### src/rtl/ecr_alloc_controller.sv
// ECR allocator: round-robin grant of free ECRs,
// resolution snooping and dependent ref-counting.
module ecr_alloc_controller #(
  parameter int NUM_ECRS  = 2,
  parameter int NUM_SICS  = 2,
  parameter int REF_WIDTH = 4,
  localparam int IDW = (NUM_ECRS > 1) ? $clog2(NUM_ECRS) : 1
) (
  input  logic                    clk,
  input  logic                    rst,
  input  logic                    flush,
  input  logic                    alloc_req,
  output logic                    alloc_gnt,
  output logic [IDW-1:0]          alloc_id,
  input  logic                    dep_inc,
  input  logic [IDW-1:0]          dep_inc_id,
  output logic                    dep_ready,
  input  logic [NUM_SICS-1:0]     dep_dec,
  input  logic [NUM_SICS*IDW-1:0] dep_dec_id,
  input  logic [NUM_SICS-1:0]     sic_wen,
  input  logic [NUM_SICS*IDW-1:0] sic_write_addr,
  output logic                    issue_wen,
  output logic [IDW-1:0]          issue_write_addr,
  output logic [1:0]              issue_wdata,
  output logic [IDW:0]            free_count,
  output logic [NUM_ECRS-1:0]     ecr_busy,
  output logic                    err
);

  typedef enum logic [1:0] {
    S_FREE,
    S_PEND,
    S_RES
  } ecr_st_e;

  ecr_st_e              st_q  [NUM_ECRS];
  ecr_st_e              st_d  [NUM_ECRS];
  logic [REF_WIDTH-1:0] cnt_q [NUM_ECRS];
  logic [REF_WIDTH-1:0] cnt_d [NUM_ECRS];
  logic [IDW-1:0]       rr_q, rr_d;
  logic                 err_q, err_d;
  logic                 any_free;

  function automatic logic in_rng(input logic [IDW-1:0] id);
    return int'(id) < NUM_ECRS;
  endfunction

  // Round-robin search for the first FREE ECR from rr_q
  always_comb begin
    any_free = 1'b0;
    alloc_id = '0;
    for (int j = 0; j < NUM_ECRS; j++) begin
      automatic int idx = (int'(rr_q) + j) % NUM_ECRS;
      if (!any_free && st_q[idx] == S_FREE) begin
        any_free = 1'b1;
        alloc_id = IDW'(idx);
      end
    end
    alloc_gnt = alloc_req & any_free & ~flush & ~rst;
    if (!alloc_gnt) alloc_id = '0;
  end

  // Issue write port and status outputs
  always_comb begin
    issue_wen        = alloc_gnt;
    issue_write_addr = alloc_id;
    issue_wdata      = 2'b00;
    err              = err_q;
    free_count       = '0;
    ecr_busy         = '0;
    for (int k = 0; k < NUM_ECRS; k++) begin
      ecr_busy[k] = (st_q[k] != S_FREE);
      if (st_q[k] == S_FREE) free_count = free_count + 1'b1;
    end
    dep_ready = 1'b1;
    if (in_rng(dep_inc_id))
      dep_ready = (cnt_q[dep_inc_id] != '1);
  end

  // Next-state: counts, per-ECR lifetime FSMs, pointer, error
  always_comb begin
    err_d = err_q;
    rr_d  = rr_q;
    for (int k = 0; k < NUM_ECRS; k++) begin
      st_d[k]  = st_q[k];
      cnt_d[k] = cnt_q[k];
    end
    if (flush) begin
      rr_d = '0;
      for (int k = 0; k < NUM_ECRS; k++) begin
        st_d[k]  = S_FREE;
        cnt_d[k] = '0;
      end
    end else begin
      if (alloc_gnt)
        rr_d = IDW'((int'(alloc_id) + 1) % NUM_ECRS);
      if (dep_inc && !in_rng(dep_inc_id)) err_d = 1'b1;
      for (int i = 0; i < NUM_SICS; i++) begin
        if (dep_dec[i] && !in_rng(dep_dec_id[i*IDW +: IDW]))
          err_d = 1'b1;
        if (sic_wen[i] && !in_rng(sic_write_addr[i*IDW +: IDW]))
          err_d = 1'b1;
      end
      for (int k = 0; k < NUM_ECRS; k++) begin
        automatic logic [REF_WIDTH-1:0] c = cnt_q[k];
        automatic logic hit = 1'b0;
        if (dep_inc && dep_ready && int'(dep_inc_id) == k) begin
          if (st_q[k] == S_FREE) err_d = 1'b1;
          else c = c + 1'b1;
        end
        for (int i = 0; i < NUM_SICS; i++) begin
          if (dep_dec[i] && int'(dep_dec_id[i*IDW +: IDW]) == k) begin
            if (c == '0) err_d = 1'b1;
            else c = c - 1'b1;
          end
          if (sic_wen[i] && int'(sic_write_addr[i*IDW +: IDW]) == k)
            hit = 1'b1;
        end
        cnt_d[k] = c;
        case (st_q[k])
          S_FREE: begin
            if (hit) err_d = 1'b1;
            if (alloc_gnt && int'(alloc_id) == k) st_d[k] = S_PEND;
          end
          S_PEND: begin
            if (hit) st_d[k] = (c == '0) ? S_FREE : S_RES;
          end
          S_RES: begin
            if (hit) err_d = 1'b1;
            if (c == '0) st_d[k] = S_FREE;
          end
          default: st_d[k] = S_FREE;
        endcase
      end
    end
  end

  // State registers with synchronous reset
  always_ff @(posedge clk) begin
    if (rst) begin
      rr_q  <= '0;
      err_q <= 1'b0;
      for (int k = 0; k < NUM_ECRS; k++) begin
        st_q[k]  <= S_FREE;
        cnt_q[k] <= '0;
      end
    end else begin
      rr_q  <= rr_d;
      err_q <= err_d;
      for (int k = 0; k < NUM_ECRS; k++) begin
        st_q[k]  <= st_d[k];
        cnt_q[k] <= cnt_d[k];
      end
    end
  end

endmodule

### config.mk
export PLATFORM = sky130hd
export DESIGN_NAME = ecr_alloc_controller
export DESIGN_NICKNAME = d
export VERILOG_FILES = /design/src/rtl/ecr_alloc_controller.sv
export SDC_FILE = /design/constraint.sdc
export NUM_CORES = 1
export LEC_CHECK = 0
export BUFFER_PORTS_ARGS = -buffer_cell sky130_fd_sc_hd__buf_2
export CORE_MARGIN = 2
export CORE_UTILIZATION = 61
export DETAILED_ROUTE_END_ITERATION = 7
export PLACE_DENSITY = 0.85
export SLEW_MARGIN = 20
export SYNTH_ARGS = -nofsm -noshare
export SYNTH_HDL_FRONTEND = slang
export SYNTH_SLANG_ARGS = --single-unit
### constraint.sdc
create_clock -name clk -period 5.1 [get_ports clk]
set_input_delay 0.765 -clock clk [delete_from_list [all_inputs] [get_ports clk]]
set_output_delay 0.765 -clock clk [all_outputs]
set_load 0.03 [all_outputs]
==> results of run 1 <==
## metal layers
layer | vias to the layer above | track usage, %
met3 | 6 | 5.12
met2 | 51 | 38.7
met1 | 760 | 34.3
li1 | 842 | -
met4 | 0 | 5.44
met5 | - | 0
## per-stage QoR
step	total power [mW]	utilization, %	instances	hold WS (ns)	worst slack, ns
2_1_floorplan	0.219	-	220	0.444	1.66
3_3_place_gp	0.238	69.6	264	0.473	1.03
3_5_place_dp	0.240	69.6	264	0.471	0.960
4_1_cts	0.311	70.7	268	0.488	1.26
5_1_grt	0.329	70.7	268	0.507	0.872
6_report	0.311	70.7	268	0.487	1.19
## cell usage after synthesis, types with 2 or more instances
cell,instances,area (sq um)
a211o_1,2,17.5
a211oi_2,2,25.0
a21oi_1,8,40.0
a221oi_1,3,26.3
a22oi_1,3,22.5
a311oi_1,2,17.5
a31o_2,3,26.3
a31oi_1,3,18.8
a31oi_2,2,25.0
and2_1,6,37.5
and3_1,3,18.8
buf_2,2,10.0
buf_4,5,37.5
dfxtp_1,15,300
ha_1,7,87.6
inv_1,11,41.3
mux2_2,3,33.8
mux2i_1,11,110
nand2_1,28,105
nand2b_1,3,18.8
nand3_1,6,30.0
nand4_1,5,31.3
nor2_1,21,78.8
nor2b_1,5,31.3
nor3_1,4,20.0
nor3b_1,2,15.0
o211ai_1,3,22.5
o21a_1,2,15.0
o21ai_0,9,45.0
o21bai_1,2,15.0
o22ai_1,2,12.5
o31a_1,2,17.5
o31ai_1,2,15.0
or2_2,3,18.8
xnor2_1,2,17.5
xor2_1,5,43.8
## cell type report
cell class	instances	area (sq um)
multi-input combinational	185	1260
fill	225	738
sequential	15	300
timing repair buffer	23	115
inverter	11	41.3
tap	30	37.5
clock buffer	3	22.5
clock inverter	1	5.00
## worst max-delay path by stage
stage                     depth (start not counted)     from  slack, ns     endpoint
after floorplan                                  16  dep_inc       1.66  cnt_q[0][1]
after global placement                           17  dep_inc       1.03   st_q[0][1]
after detailed placement                         16  dep_inc       0.96  cnt_q[0][1]
after CTS                                        16  dep_inc       1.26  cnt_q[0][1]
after global routing                             16  dep_inc       0.87  cnt_q[0][1]
final                                            17  dep_inc       1.19   st_q[0][1]
## cells by family (layout without fill, tap and decap cells)
kind of cell	count (synthesis)	count (layout)	synth area share, %
fa+ha+maj	7	7	5.27
compound gates	60	60	28.5
other cells	1	2	0.226
buf+inv	20	38	6.25
mux	15	15	9.56
simple gates	94	94	28.4
flops	15	15	18.1
xor+xnor	7	7	3.69
## state kept, by name, indices dropped and copies added (netlist names), named ones only
name and count:
err 1, cnt_q 8, st_q 4, rr_q 1
## worst max-delay path, stage by stage
cell	delay [ns]
buf_2	0.11
nor2b_1	0.49
nand3_2	0.22
mux2i_1	0.27
ha_1	0.22
nand2b_1	0.10
a211o_1	0.27
o211ai_1	0.20
xor2_1	0.25
inv_1	0.10
ha_1	0.27
nand2_1	0.10
nor2_1	0.07
a21oi_1	0.15
o22ai_1	0.09
o21ai_0	0.28
a31oi_2	0.13
## power by group through the flow
stage	registers, mW	logic, mW	clock network [mW]
after floorplan	0.130	0.0891	0
after CTS	0.128	0.110	0.0725
after global placement	0.131	0.107	0
after global routing	0.129	0.122	0.0779
final	0.128	0.111	0.0713
after detailed placement	0.131	0.110	0
==> metrics.txt, run 1 <==
met1 wire length=1890 um; total global routing overflow=0; R2R Setup Slk=1.46 ns; vias=~1700; Reg power frac=41.2%; drt first pass iters=4; Placed Area=0.00176 sq mm; Root Driver=clkbuf_4; met3 WL post-DR=192 um; vias in the first global route=1412; antenna-violating nets left=0; Pint=approximately 0.20 mW; H-tree Lvls=1; Setup Crit Path Kind=primary input to register; leakage power=0.753 nW; Tot GR Track Use=about 25%; Final Cell Area=0.00178 sq mm; core region area=roughly 0.0025 sq mm; final hold vios=0; Clk pwr share=22.9%; metal2 WL=~1600 um; sw power=between 0.1 and 0.15 mW; most common cell after layout, fill and taps aside=nand2_1; Synth cell types=58; largest net degree at the start of global routing=14; final WL=3770 um; Tcrit/Tclk final=roughly three quarters; WHS Path Cells=2; Data arrival, critical path=4.09 ns; HP Start=err; slew margin rel.=61.6%; Netlist Area Pre-Place=0.00166 sq mm; wire length of the first global-routing pass=approximately 6300 um; Worst Hold End=err; # resized after CTS=0; Setup Fix Bufs, Post-CTS=0; syn_area_per_cell=7.59 sq um; DR DRC count=0; worst-path maximum fanout=8; CTS tree=done; detailed placement HPWL=3020 um; top layer in use=met4; final setup fails=0; Vias/cell=roughly 6.2; Worst Path Required=5.28 ns; highest-count cells in the layout ignoring fill and taps=nand2_1, buf_2, nor2_1; Max IR drop VDD=0.222 mV; CTS Buf Count=3; EDFF count, synth=0; CP Capture Type=register; unrepaired setup endpoints after global routing=no; gpl congestion=between 0.8 and 0.9; Gate power share=a little over a third; port bufs=23; die area=approximately 0.0032 sq mm; Die Wd=56.2 um; sequential-to-total area share from yosys stat=between 10% and 20%; initial core utilization=65.9%; setup_tns=0 ns; P&R area growth vs syn=7.30%; Slew @ Worst Pin=0.569 ns; Hold Path Class=register to register; Critical R2R Launch=cnt_q[1][0]; Async S/R FF share, synth=0%; Register-to-Register Path Depth=15; clk_lat worst skew=0.30 ns; Seq cells post-synth=15; Slew Viols, Final=0; clock sink count=15; Max Cap Viol=0; ys flop type=dfxtp_1; Synth Warn #=0; r2r endpoint=st_q[1][1]; die height=56.2 um; status=finished clean; CTS clk-pin slew, worst paths=0.09 ns; drt wl/cell=14.1 um; DRT iter0 DRCs=98; clk_skew=0.00171 ns; switching share of power=37.3%; max frequency=0.256 GHz; FP Rows=18; layout cells sized above 1=20.6%; Total Nets Final=260; antenna violations before repair=0; min Tclk post-route=3.91 ns; number of diodes=0; PwrDens=174 mW/mm^2; Hold Buf Count CTS=0; I/O Pins=26; CP Launch Type=primary input; synthesized instance count=219; clock tree buffer depth=2
No activity file was read; power rests on OpenSTA's default activity.
==> inputs of run 2 (changes only) <==
CORE_UTILIZATION = 57   (was 61)
PLACE_DENSITY = 0.8   (was 0.85)
clock period = 3.8 ns   (was 5.1 ns; I/O delays follow)
==> run 2 against run 1 <==
Count of clock-buffer cells in the layout is 1 higher; hold slack lost 0.014 ns; die area grew 6.5%; clock power grew 28%; sequential power grew 34%; setup slack worse by 0.81 ns; utilization is 3.9 points lower; total power increased by 34%; cell count up 3.0%; global-route usage shrank 0.58 points; critical path type is now register to register.
==> metrics.txt, run 2 (same netlist as run 1, synthesis figures left out) <==
min Tclk post-route=approximately 3.4 ns; Die Wd=58.0 um; final hold vios=0; total global routing overflow=0; Slew @ Worst Pin=0.617 ns; detailed placement HPWL=3060 um; DR DRC count=0; P&R area growth vs syn=10.8%; wire length of the first global-routing pass=6350 um; Setup Fix Bufs, Post-CTS=0; die area=0.00337 sq mm; max frequency=0.292 GHz; final setup fails=0; Data arrival, critical path=between 3 and 4 ns; most common cell after layout, fill and taps aside=nand2_1; clk_skew=0.00183 ns; Tot Pwr=0.418 mW; WHS Path Cells=2; vias=~1700; H-tree Lvls=1; Total Nets Final=between 200 and 300; Slew Viols, Final=0; Setup Crit Path Kind=register to register; CP Capture Type=register; worst-case hold slack=0.473 ns; core region area=approximately 0.0028 sq mm; final WL=3840 um; CTS tree=done; Biggest register=cnt_q; largest net degree at the start of global routing=14; Max Cap Viol=0; CP Launch Type=register; number of diodes=0; setup_tns=0 ns; highest-count cells in the layout ignoring fill and taps=nand2_1, buf_2, nor2_1; leakage power=about 0.78 nW; vias in the first global route=approximately 1400; unrepaired setup endpoints after global routing=no; antenna-violating nets left=0; Vias/cell=6.07; initial core utilization=60.3%; FP Rows=19; DRT iter0 DRCs=121; I/O Pins=26; slew margin rel.=58.3%; status=finished clean; port bufs=23; clock tree buffer depth=2; R2R Setup Slk=0.37 ns; PwrDens=227 mW/mm^2; Worst Hold End=err; worst-path maximum fanout=8; Tcrit/Tclk final=90.2%; antenna violations before repair=0; drt wl/cell=13.9 um; clk_lat worst skew=0.28 ns; clock sink count=15; max reg flops=8; layout cells sized above 1=22.9%; Placed Area=0.00181 sq mm; CTS Buf Count=3; CTS clk-pin slew, worst paths=about 0.09 ns; Hold Path Class=primary input to register; Tot GR Track Use=a little under a quarter; Register-to-Register Path Depth=15; Worst Path Required=between 3 and 4 ns; Critical R2R Launch=cnt_q[1][1]; drt first pass iters=5; Hold Buf Count CTS=0; largest registers=cnt_q: 8 flops, st_q: 4 flops; Max IR drop VDD=0.201 mV; Final Cell Area=0.00184 sq mm; Root Driver=clkbuf_4; gpl congestion=approximately 0.9; r2r endpoint=err; die height=58.0 um; HP Start=rst
-- run 2: area by class of cell --
cell class / count / area (sq um)
tap: 31 / 38.8
inverter: 11 / 41.3
clock buffer: 4 / 26.3
timing repair buffer: 30 / 168
sequential: 15 / 300
multi-input combinational: 185 / 1270
fill: 237 / 915
-- run 2: layer usage --
| layer | vias to the layer above | global-route usage [%] | routed length, um |
|---|---|---|---|
| li1 | 854 | - | - |
| met1 | 764 | 35.7 | 1840 |
| met2 | 51 | 37.3 | 1680 |
| met3 | 6 | 2.68 | 283 |
| met4 | 0 | 4.98 | 40 |
| met5 | - | 0 | 0 |
-- run 2: power breakdown --
group / switching, mW / internal [mW]
Sequential: 0.00731 / 0.163
Combinational: 0.0932 / 0.0632
Clock: 0.0505 / 0.0407
-- run 2: repair_timing --
action / CTS / global route
endpoints found under the hold margin: 0 / 0
setup endpoints to repair: 0 / 2
gates resized for setup: 0 / 1
-- run 2: worst max path at each step --
| stage | from | endpoint | slack (ns) | depth (start not counted) |
|---|---|---|---|---|
| floorplan | dep_inc | cnt_q[0][1] | 0.55 | 16 |
| CTS | st_q[1][0] | st_q[1][1] | 0.34 | 15 |
| global placement | dep_inc_id | err | 0.1 | 16 |
| finish | cnt_q[1][1] | err | 0.37 | 15 |
| global route | cnt_q[1][1] | err | 0.03 | 15 |
| detailed placement | dep_inc_id | st_q[1][1] | 0.11 | 16 |
-- run 2: worst max-delay path, cell delays in order (launching register included) --
cell and delay [ns]:
dfxtp_1 0.47, nand4_1 0.20, nand2_1 0.18, xor2_1 0.26, ha_1 0.25, nor2b_1 0.23, nand4_1 0.18, nand2_1 0.13
xor2_1 0.20, inv_1 0.10, ha_1 0.26, nand2_1 0.21, o21ai_0 0.11, o2bb2ai_1 0.14, a221oi_1 0.30, a221oi_1 0.11
-- run 2: metrics by stage --
stage	cells	worst slack (ns)	util, %
2_1_floorplan	220	0.551	-
3_3_place_gp	272	0.0953	65.7
3_5_place_dp	272	0.106	65.7
4_1_cts	276	0.340	66.6
5_1_grt	276	0.0281	66.8
6_report	276	0.374	66.8
==> inputs of run 3 (changes only) <==
CORE_UTILIZATION = 61   (was 57)
PLACE_DENSITY = 0.85   (was 0.8)
clock period = 4.05 ns   (was 3.8 ns; I/O delays follow)
==> run 3 against run 2 <==
Clock power down 4.6%; critical path type unchanged; die area down 6.1%; sequential power down 5%; largest power group unchanged; critical endpoint is now st_q[1][1]; highest routed layer unchanged; setup slack better by 0.026 ns.
==> metrics.txt, run 3 (same netlist as run 1, synthesis figures left out) <==
port bufs=23; Setup Crit Path Kind=register to register; Register-to-Register Path Depth=15; number of diodes=0; clk_lat worst skew=approximately 0.29 ns; R2R Setup Slk=approximately 0.40 ns; CTS clk-pin slew, worst paths=0.09 ns; final hold vios=0; highest-count cells in the layout ignoring fill and taps=nand2_1, buf_2, nor2_1; vias in the first global route=~1400; layout cells sized above 1=~21%; r2r endpoint=st_q[1][1]; Placed Area=between 0.0015 and 0.002 sq mm; antenna-violating nets left=0; antenna violations before repair=0; status=finished clean; vias=1692; drt wl/cell=13.9 um; drt first pass iters=4; DR DRC count=0; largest registers=cnt_q: 8 flops, st_q: 4 flops; CP Launch Type=register; DRT iter0 DRCs=121; Slew @ Worst Pin=0.628 ns; max frequency=around 0.27 GHz; PwrDens=217 mW/mm^2; CTS tree=done; wire length of the first global-routing pass=6370 um; core region area=~0.0025 sq mm; Setup Fix Bufs, Post-CTS=0; CTS Buf Count=3; FP Rows=18; clk_skew=0.00504 ns; Final Cell Area=0.00179 sq mm; P&R area growth vs syn=7.68%; Tcrit/Tclk final=90.1%; # resized after CTS=0; number of fill cells=approximately 210; Vias/cell=between 6 and 7; Die Wd=56.2 um; Tot GR Track Use=24.7%; unrepaired setup endpoints after global routing=no; I/O Pins=26; initial core utilization=65.9%; worst-path maximum fanout=11; gpl congestion=0.862; CP Capture Type=register; clock tree buffer depth=2; leakage power=0.756 nW; Hold Path Class=register to register; min Tclk post-route=3.65 ns; clock sink count=15; Total Nets Final=261; largest net degree at the start of global routing=14; Root Driver=clkbuf_4; total global routing overflow=0; Critical R2R Launch=cnt_q[1][0]; Biggest register=cnt_q; Max Cap Viol=0; final WL=3730 um; die area=0.00316 sq mm; H-tree Lvls=1; detailed placement HPWL=2910 um; setup_tns=0 ns; Worst Setup EP=st_q[1][1]; Data arrival, critical path=3.85 ns; die height=56.2 um; Slew Viols, Final=0; Worst Path Required=about 4.3 ns; Max IR drop VDD=roughly 0.18 mV; slew margin rel.=57.6%; Hold Buf Count CTS=0; Worst Setup SP=cnt_q[1][0]; final setup fails=0; max reg flops=8; most common cell after layout, fill and taps aside=nand2_1
==> run 3: cell count changes in the layout (fill, tap and decap cells not counted) <==
cell	before	now
a221oi_2	1	0
buf_4	7	1
a221oi_1	2	3
==> run 3: metal layers <==
| layer | up-vias | wire [um] | part of all wire [%] | track usage (%) |
|---|---|---|---|---|
| met3 | 9 | 222 | 6.0 | 4.65 |
| met4 | 0 | 63 | 1.7 | 7.14 |
| met5 | - | 0 | 0 | 0 |
| met2 | 63 | 1600 | 43 | 36.6 |
| met1 | 775 | 1840 | 49 | 36.2 |
| li1 | 845 | - | - | - |
==> run 3: power by group <==
group	internal [mW]	switching, mW	total, mW
clock network	0.0383	0.0486	0.0870
logic	0.0560	0.0842	0.140
registers	0.153	0.00841	0.162
==> run 3: final cells by class <==
cell class              count  area [sq um]  share of cell area (%)
repair buffers             24           123                    6.85
well taps                  30          37.5                    2.10
clock buffers               4          26.3                    1.47
inverters                  11          41.3                    2.31
flip-flops and latches     15           300                    16.8
multi-input cells         185          1260                    70.5
==> run 3: how the worst min path moves through the flow <==
stage,from,endpoint,slack [ns],cells after the start
after floorplan,st_q[0][1],st_q[0][0],0.44,1
after global placement,st_q[0][1],st_q[0][0],0.48,1
after global routing,st_q[0][1],st_q[0][0],0.51,1
after detailed placement,st_q[0][1],st_q[0][0],0.49,1
after CTS,st_q[0][1],st_q[0][0],0.50,1
final,st_q[0][1],st_q[0][0],0.51,1
==> run 3: per-stage QoR <==
stage          cells  utilization (%)  power [mW]  setup WS, ns  hold slack, ns
6_report         269             71.0       0.389         0.400           0.507
5_1_grt          269             71.0       0.412        0.0203           0.508
4_1_cts          269             71.0       0.387         0.436           0.499
3_5_place_dp     265             69.9       0.302         0.254           0.488
3_3_place_gp     265             69.9       0.301         0.286           0.482
2_1_floorplan    220                -       0.276         0.764           0.444
==> run 3: critical path, cell delays in order, from the launching register on <==
cell and delay [ns]:
dfxtp_1 0.53, nand4_1 0.22, nand2_1 0.19, mux2i_1 0.11, ha_1 0.26, nor3b_1 0.15
a221oi_1 0.44, nand2_1 0.15, xor2_1 0.18, inv_1 0.10, ha_1 0.26, nand2_1 0.19
nor3_1 0.17, o21ai_0 0.11, a31o_2 0.26, a311oi_1 0.25
